[config.mk]
export PLATFORM = sky130hd
export DESIGN_NAME = ddr_cmd_sequencer
export DESIGN_NICKNAME = d
export VERILOG_FILES = /design/src/rtl/ddr_cmd_pkg.sv /design/src/rtl/ddr_cmd_sequencer_pin_decode.sv /design/src/rtl/ddr_cmd_sequencer.sv
export SDC_FILE = /design/constraint.sdc
export NUM_CORES = 1
export LEC_CHECK = 0
export CAP_MARGIN = 15
export CORE_MARGIN = 2
export CORE_UTILIZATION = 44
export CTS_CLUSTER_DIAMETER = 200
export DETAILED_ROUTE_END_ITERATION = 12
export DONT_BUFFER_PORTS = 1
export GPL_TIMING_DRIVEN = 0
export HOLD_SLACK_MARGIN = 0.15
export MAX_ROUTING_LAYER = met4
export PLACE_DENSITY = 0.63
export SYNTH_ARGS = -nofsm -noshare
export SYNTH_HDL_FRONTEND = slang
export SYNTH_HIERARCHICAL = 1
export SYNTH_SLANG_ARGS = --single-unit
[constraint.sdc]
create_clock -name clk -period 4.06 [get_ports clk]
set_input_delay 0.812 -clock clk [delete_from_list [all_inputs] [get_ports clk]]
set_output_delay 0.812 -clock clk [all_outputs]
set_load 0.005 [all_outputs]
[src/rtl/ddr_cmd_pkg.sv]
// Shared constants for the DDR command sequencer: one-hot bit positions,
// ras/cas/we pin encodings and the burst FSM state type.
package ddr_cmd_pkg;
  localparam int NCMD = 19;

  localparam int ACT_B  = 18;
  localparam int BST_B  = 17;
  localparam int CFG_B  = 16;
  localparam int CKEH_B = 15;
  localparam int CKEL_B = 14;
  localparam int DPD_B  = 13;
  localparam int DPDX_B = 12;
  localparam int MRR_B  = 11;
  localparam int MRW_B  = 10;
  localparam int PD_B   = 9;
  localparam int PDX_B  = 8;
  localparam int PR_B   = 7;
  localparam int PRA_B  = 6;
  localparam int RD_B   = 5;
  localparam int RDA_B  = 4;
  localparam int REF_B  = 3;
  localparam int SRF_B  = 2;
  localparam int WR_B   = 1;
  localparam int WRA_B  = 0;

  // {ras_n, cas_n, we_n} with act_n high
  localparam logic [2:0] PIN_MRW = 3'b000;
  localparam logic [2:0] PIN_REF = 3'b001;
  localparam logic [2:0] PIN_PR  = 3'b010;
  localparam logic [2:0] PIN_WR  = 3'b100;
  localparam logic [2:0] PIN_RD  = 3'b101;
  localparam logic [2:0] PIN_BST = 3'b110;
  localparam logic [2:0] PIN_NOP = 3'b111;

  typedef enum logic {ST_IDLE = 1'b0, ST_BURST = 1'b1} burst_state_e;
endpackage

[src/rtl/ddr_cmd_sequencer_pin_decode.sv]
// Combinational decode of raw command pins into a one-hot next-command vector.
// An all-zero vector means NOP.
module ddr_cmd_sequencer_pin_decode
  import ddr_cmd_pkg::*;
(
  input  logic            cs_n,
  input  logic            act_n,
  input  logic            ras_n,
  input  logic            cas_n,
  input  logic            we_n,
  input  logic            cke,
  input  logic            cke_q,
  input  logic            a10,
  output logic [NCMD-1:0] cmd
);
  always_comb begin
    cmd = '0;
    if (!cs_n) begin
      if (!act_n) cmd[ACT_B] = 1'b1;
      else begin
        case ({ras_n, cas_n, we_n})
          PIN_MRW: cmd[MRW_B] = 1'b1;
          PIN_REF: cmd[cke ? REF_B : SRF_B] = 1'b1;
          PIN_PR:  cmd[a10 ? PRA_B : PR_B] = 1'b1;
          PIN_WR:  cmd[a10 ? WRA_B : WR_B] = 1'b1;
          PIN_RD:  cmd[a10 ? RDA_B : RD_B] = 1'b1;
          PIN_BST: cmd[BST_B] = 1'b1;
          default: ;
        endcase
      end
    end else if (cke_q && !cke) begin
      cmd[PD_B] = 1'b1;
    end else if (!cke_q && cke) begin
      cmd[PDX_B] = 1'b1;
    end
  end
endmodule

[src/rtl/ddr_cmd_sequencer.sv]
// Registers decoded DDR commands, stretches RD/WR to BL beats with wrapping
// column increment, and tracks open-row state. PROTOCOL_CHECK_EN enables err.
module ddr_cmd_sequencer
  import ddr_cmd_pkg::*;
#(
  parameter int ROWS  = 131072,
  parameter int COLS  = 1024,
  parameter int BL    = 8,
  parameter int ADDRW = 17
) (
  input  logic                     clk,
  input  logic                     rst,
  input  logic                     halt,
  input  logic                     cs_n,
  input  logic                     act_n,
  input  logic                     ras_n,
  input  logic                     cas_n,
  input  logic                     we_n,
  input  logic                     cke,
  input  logic [ADDRW-1:0]         addr,
  output logic [NCMD-1:0]          commands,
  output logic [$clog2(ROWS)-1:0]  row,
  output logic [$clog2(COLS)-1:0]  column,
  output logic                     busy,
  output logic                     err
);
  localparam int RW = $clog2(ROWS);
  localparam int CW = $clog2(COLS);
  localparam int BW = $clog2(BL);

`ifdef PROTOCOL_CHECK_EN
  localparam bit CHK = 1'b1;
`else
  localparam bit CHK = 1'b0;
`endif

  burst_state_e    state_q, state_d;
  logic [NCMD-1:0] dec, cmd_q, cmd_d;
  logic [RW-1:0]   row_q, row_d;
  logic [CW-1:0]   col_q, col_d;
  logic [BW-1:0]   cnt_q, cnt_d;
  logic            row_open, open_d, err_q, err_d, cke_q;
  logic            burst_live, auto_q, open_eff, is_rw;

  ddr_cmd_sequencer_pin_decode u_dec (
    .cs_n  (cs_n),
    .act_n (act_n),
    .ras_n (ras_n),
    .cas_n (cas_n),
    .we_n  (we_n),
    .cke   (cke),
    .cke_q (cke_q),
    .a10   (addr[10]),
    .cmd   (dec)
  );

  assign burst_live = (state_q == ST_BURST) && (cnt_q != '0);
  assign auto_q     = cmd_q[RDA_B] | cmd_q[WRA_B];
  // A burst finishing on this edge releases its auto-precharge before the new command is judged
  assign open_eff   = row_open && !((state_q == ST_BURST) && auto_q);
  assign is_rw      = dec[RD_B] | dec[RDA_B] | dec[WR_B] | dec[WRA_B];

  always_comb begin
    state_d = state_q;
    cmd_d   = cmd_q;
    row_d   = row_q;
    col_d   = col_q;
    cnt_d   = cnt_q;
    open_d  = row_open;
    err_d   = 1'b0;
    if (burst_live) begin
      if (dec[BST_B]) begin
        cmd_d        = '0;
        cmd_d[BST_B] = 1'b1;
        state_d      = ST_IDLE;
        if (auto_q) open_d = 1'b0;
      end else begin
        col_d = {col_q[CW-1:BW], col_q[BW-1:0] + BW'(1)};
        cnt_d = cnt_q - BW'(1);
        err_d = CHK && (|dec);
      end
    end else begin
      state_d = ST_IDLE;
      cmd_d   = '0;
      open_d  = open_eff;
      if (dec[ACT_B]) begin
        if (CHK && open_eff) err_d = 1'b1;
        else begin
          cmd_d  = dec;
          row_d  = addr[RW-1:0];
          open_d = 1'b1;
        end
      end else if (is_rw) begin
        if (CHK && !open_eff) err_d = 1'b1;
        else begin
          cmd_d   = dec;
          col_d   = addr[CW-1:0];
          cnt_d   = BW'(BL - 1);
          state_d = ST_BURST;
        end
      end else begin
        cmd_d = dec;
        if (dec[PR_B] || dec[PRA_B]) open_d = 1'b0;
      end
    end
  end

  always_ff @(posedge clk or posedge rst) begin
    if (rst) begin
      state_q  <= ST_IDLE;
      cmd_q    <= '0;
      row_q    <= '0;
      col_q    <= '0;
      cnt_q    <= '0;
      row_open <= 1'b0;
      err_q    <= 1'b0;
      cke_q    <= 1'b1;
    end else if (!halt) begin
      state_q  <= state_d;
      cmd_q    <= cmd_d;
      row_q    <= row_d;
      col_q    <= col_d;
      cnt_q    <= cnt_d;
      row_open <= open_d;
      err_q    <= err_d;
      cke_q    <= cke;
    end
  end

  assign commands = cmd_q;
  assign row      = row_q;
  assign column   = col_q;
  assign busy     = (state_q == ST_BURST);
  assign err      = err_q;
endmodule

# Word level (Yosys, flattened, before mapping)
# Index checks and enable logic that the tools add are counted.
word_totals:
  elab_cells: 87
  regBits: 51
classes:
  order_cmp: 8
  n_reduce_logical: 16
  n_mux: 40
  bitwise: 6
  addsub: 2
  eq_ne: 8
ops:
  columns: ["op", "n"]
  rows:
  - ["32-bit by 1-bit greater-or-equal comparator with 1-bit output (second input constant)", 4]
  - ["32-bit by 7-bit < comparator with 1-bit output (second input constant)", 4]
  - ["19-bit two-way mux", 3]
  - ["10-bit case mux with 4 select lines", 1]
  - ["10-bit two-way mux", 3]
  - ["6-bit case mux with 4 select lines", 1]
  - ["1-bit demux with 5-bit select", 4]
  - ["18-bit two-way mux", 1]
  - ["1-bit two-way mux", 16]
  - ["3-bit two-way mux", 5]
  - ["1-bit case mux with 5 select lines", 2]
  - ["3-bit == test (second input constant)", 3]
  - ["9-bit two-way mux", 1]
  - ["8-bit two-way mux", 1]
  - ["4-bit AND reduction", 2]
  - ["1-bit logical AND", 7]
  - ["2-bit != test (second input constant)", 2]
  - ["1-bit case mux with 4 select lines", 1]
  - ["3-bit by 1-bit adder with 3-bit output (second input constant)", 1]
  - ["3-bit by 1-bit == test with 1-bit output (second input constant)", 1]
  - ["3-bit by 2-bit == test with 1-bit output (second input constant)", 1]
  - ["3-bit zero test", 1]
  - ["1-bit inverter", 3]
  - ["1-bit bitwise OR", 3]
  - ["8 further kinds", 9]

# Longest topological paths before layout
depth:
  depth_word: 14
  depth_mapped: 10
  depth_no_buf: 7

# By module
# Netlist, hierarchy kept.
by_module_without_submodules:
  columns: ["mod", "cells_per_inst", "area_per_inst_um2", "instances"]
  rows:
  - ["ddr_cmd_sequencer", 145, 2133.3, 1]
  - ["ddr_cmd_sequencer_pin_decode", 29, 195.2, 1]

# Least setup slack after synthesis
# OpenSTA, ideal clock, no wires.
synth_timing:
  path_kind: "input port to flip-flop"
  from: "input we_n"
  to: "register cmd_q[0], in the netlist commands[0]"
  n_path_buf: 2
  cell_stages: 7
  t_arrival_ns: 2.401
  slack_ns: 1.538
  path_cell_list: "nand3b_1 nor3b_1 inv_1 a21o_2 clkbuf_1 buf_2 a22o_1"
synth_via:
  elab_chain_len: 6
  elab_cells_between_ends: 14
  cone_classes: "6 x eq/ne; 7 x mux; 1 x reduce/logical"
synth_rtl:
  columns: ["item", "line", "text"]
  rows:
  - ["start: declaration", "ddr_cmd_sequencer.sv:18", "input logic we_n,"]
  - ["3-bit == test (tied with other cells)", "ddr_cmd_sequencer_pin_decode.sv:21", "case ({ras_n, cas_n, we_n})"]
  - ["1-bit case mux with 5 select lines (*)", "ddr_cmd_sequencer_pin_decode.sv:21", null]
  - ["18-bit two-way mux (*)", "ddr_cmd_sequencer_pin_decode.sv:19", "if (!act_n) cmd[ACT_B] = 1'b1;"]
  - ["9-bit two-way mux (*)", "ddr_cmd_sequencer_pin_decode.sv:18", "if (!cs_n) begin"]
  - ["net dec[17]", "ddr_cmd_sequencer.sv:38", "logic [NCMD-1:0] dec, cmd_q, cmd_d;"]
  - ["2-bit != test (no source line) (*)", null, null]
  - ["2-bit AND reduction (no source line) (*)", null, null]
  - ["end signal: assignment", "ddr_cmd_sequencer.sv:120", "cmd_q <= cmd_d;"]
  - ["end: declaration", "ddr_cmd_sequencer.sv:38", null]
# Mark *: on every way through the listed nets, which the timed path passes. The rest lies on a longest branch.
# A chain may end at the register's enable or synchronous reset.

# Worst setup path after layout
layout_timing:
  from: "input we_n"
  to: "register cmd_q[6], in the netlist commands[6]"
# Same word-level chain as after synthesis.

==> summary.md <==
| Metric | Value |
|---|---|
| Status | complete, no violations |
| Most frequent cells in the layout | dfrtp_1 (50), mux2_2 (17), a22o_1 (17) |
| CP max FO | 10 |
| Routed wire length | 4760 um |
| Pwr per Cell Area | 473 nW/um^2 |
| Drt via density | 5.56 |
| Commonest non-fill, non-tap cell in the layout | dfrtp_1 |
| Vias | 1434 |
| Antenna cells | 0 |
| First-pass GRT wire length | 7940 um |
| Setup TNS | 0 ps |
| Synth unique cells | 41 |
| Clk slew on worst S/H paths | 90 ps |
| Post-synth EDFFs | 0 |
| Clk buf depth | 2 |
| Period utilisation layout | 64.1% |
| Async S/R FF share, synth | 100% |
| Syn-to-layout area delta | 9.40% |
| Worst Path Required | 4260 ps |
| Clock tree root driver cell | clkbuf_8 |
| Crit path kind | input port to register |
| DP Worst Slack | 1150 ps |
| Post-route cell area | 2550 sq um |
| Cells after Synth | 174 |
| Core area | 5110 sq um |
| Largest net degree at the start of global routing | 31 |
| CTS tree | done |
| Ys flop type | dfrtp_1 |
| MaxCap Viol Count | 0 |
| Final GP Congestion | 0.694 |
| Crit start category | input port |
| Final setup fails | 0 |
| Post-synthesis sequential area ratio | 54.9% |
| Slew margin rel. | 40.1% |
| Worst skew pair latency | 310 ps |
| Fin cells | 258 |
| Initial DRC Count | 47 |
| Drt drc | 0 |
| H-tree depth | 2 |
| Leak Pwr | 1.18 nW |
| Tightest hold margin | 399 ps |
| FP Rows | 26 |
| Total gr overflow | 0 |
| CP max stage delay | 740 ps |
| I/O Buffers | 0 |
| GRT Overall Usage | 17.7% |
| Hold Crit Class | input port to async pin |
| Post-CTS setup buffers | 0 |
| Synth Area per Inst | 13.4 sq um |
| #FFs+latches synth | 51 |
| Layout Nets | 216 |
| Starting Density | 45.6% |
| RSZ-0062 raised after global routing | false |
| Die W | 76.7 um |
| Worst EP arrival | 2800 ps |
| Post-CTS Hold Buffers | 0 |
| Placed Cells | 250 |
| Vias in the first global route | 1494 |
| Slowest cell on the critical path | nor3b_1 |
| Die area | 5890 sq um |
| Final min period | 2600 ps |
| Worst-Margin Slew | 897 ps |
| Post-synth top area share | 53.7% |
| DRT Pass-1 Iters | 4 |
| Die H | 76.7 um |
| Setup WS post-layout | 1460 ps |
| Fmax achieved | 384 MHz |
| Pins Over Slew Limit | 0 |
| DP HPWL | 3520 um |
| Critical Path Sink Type | register |
| CTS sink count | 51 |
| Antenna-violating nets left | 0 |
| Antenna violations before repair | 0 |
| Post-Syn Area | 2330 sq um |
| Layout cells sized above 1 | 31.9% |
| Top cell type by total area after synthesis | dfrtp_1 |
| Num CTS Buffers | 5 |
| Crit-path cells | nand3b_1, nor3b_1, inv_1, a21o_2, clkbuf_1, buf_2, a22o_1 |
| Hold Vio Cnt, Final | 0 |
| Ranking of synthesized cells by area | dfrtp_1 (54%), mux2_2 (8.2%), a22o_1 (6.4%) |
| Post-CTS sizing | 0 |
| Placed Area | 2450 sq um |
| Fin Clk Skew | 6.85 ps |
| Worst vdd ir | 0.187 mV |
| Synth warn | 6 |
| Avg WL per Cell | 18.4 um |
| Num ports | 74 |
==> path summary, 6_finish.rpt <==
kind	end	startpoint	depth (start not counted)	slack, ps
setup / recovery	commands[6]	we_n	7	1460
hold / removal	commands[11]	rst	1	400
setup reg to reg	row[1]	cnt_q[0]	9	1840
hold reg to reg	cnt_q[2]	cnt_q[2]	1	510
max in group asynchronous	row[9]	rst	2	3150
min in group clk	cnt_q[2]	cnt_q[2]	1	510
==> Yosys cell counts, drive strengths merged (2+ instances only) <==
cell type / number
a22o: 17
a22oi: 2
buf: 14
clkbuf: 2
conb: 2
dfrtp: 50
ha: 3
inv: 5
mux2: 27
nand2: 11
nand3b: 2
nor2: 9
nor3: 3
nor3b: 2
nor4: 3
o21ai: 3
o22a: 4
==> critical path: cells and delay by family <==
kind                   cells  cell delay (ps)
AND/OR/NAND/NOR            2              870
buffers and inverters      3              680
AO/OA/AOI/OAI              2              430
==> metal layers <==
| layer | vias up | GRT usage [%] | routed length (um) |
|---|---|---|---|
| li1 | 637 | - | - |
| met1 | 714 | 21.1 | 2000 |
| met2 | 74 | 28.2 | 2310 |
| met3 | 9 | 5.88 | 380 |
| met4 | 0 | 6.36 | 73 |
| met5 | - | - | 0 |
==> cells by family (layout without fill, tap and decap cells) <==
logic type	after synthesis	after routing	share of synthesized area (%)
flops	51	51	54.9
simple gates	38	38	10.4
compound gates	30	30	11.1
mux	28	28	14.9
buf+inv	21	30	6.45
fa+ha+maj	3	3	1.61
other cells	2	7	0.323
xor+xnor	1	1	0.376
==> report_power, final <==
part	internal, mW	leakage [nW]	switching, mW	total [mW]
clock network	0.123	0.0408	0.173	0.297
logic	0.133	0.511	0.0886	0.221
registers	0.603	0.630	0.0829	0.686
==> sequential cells by signal (all words and copies together) (netlist names) <==
name      count
commands     19
row          17
column       10
cnt_q         3
busy          1
cke_q         1
==> per-stage QoR <==
stage	util [%]	total power [mW]
after global placement	47.7	0.888
after detailed placement	48.1	0.919
after global routing	49.9	1.28
after CTS	49.9	1.22
after floorplan	-	0.853
final	49.9	1.20
==> final cells by class <==
cell class | instances | area (sq um)
flip-flops and latches | 51 | 1280
fillers | 466 | 2560
plain buffers | 16 | 131
well taps | 70 | 87.6
inverters | 5 | 18.8
clock inverters | 3 | 23.8
clock buffers | 5 | 68.8
repair buffers | 1 | 20.0
multi-input cells | 107 | 920
Note: power is estimated with default switching activity, not from simulation.
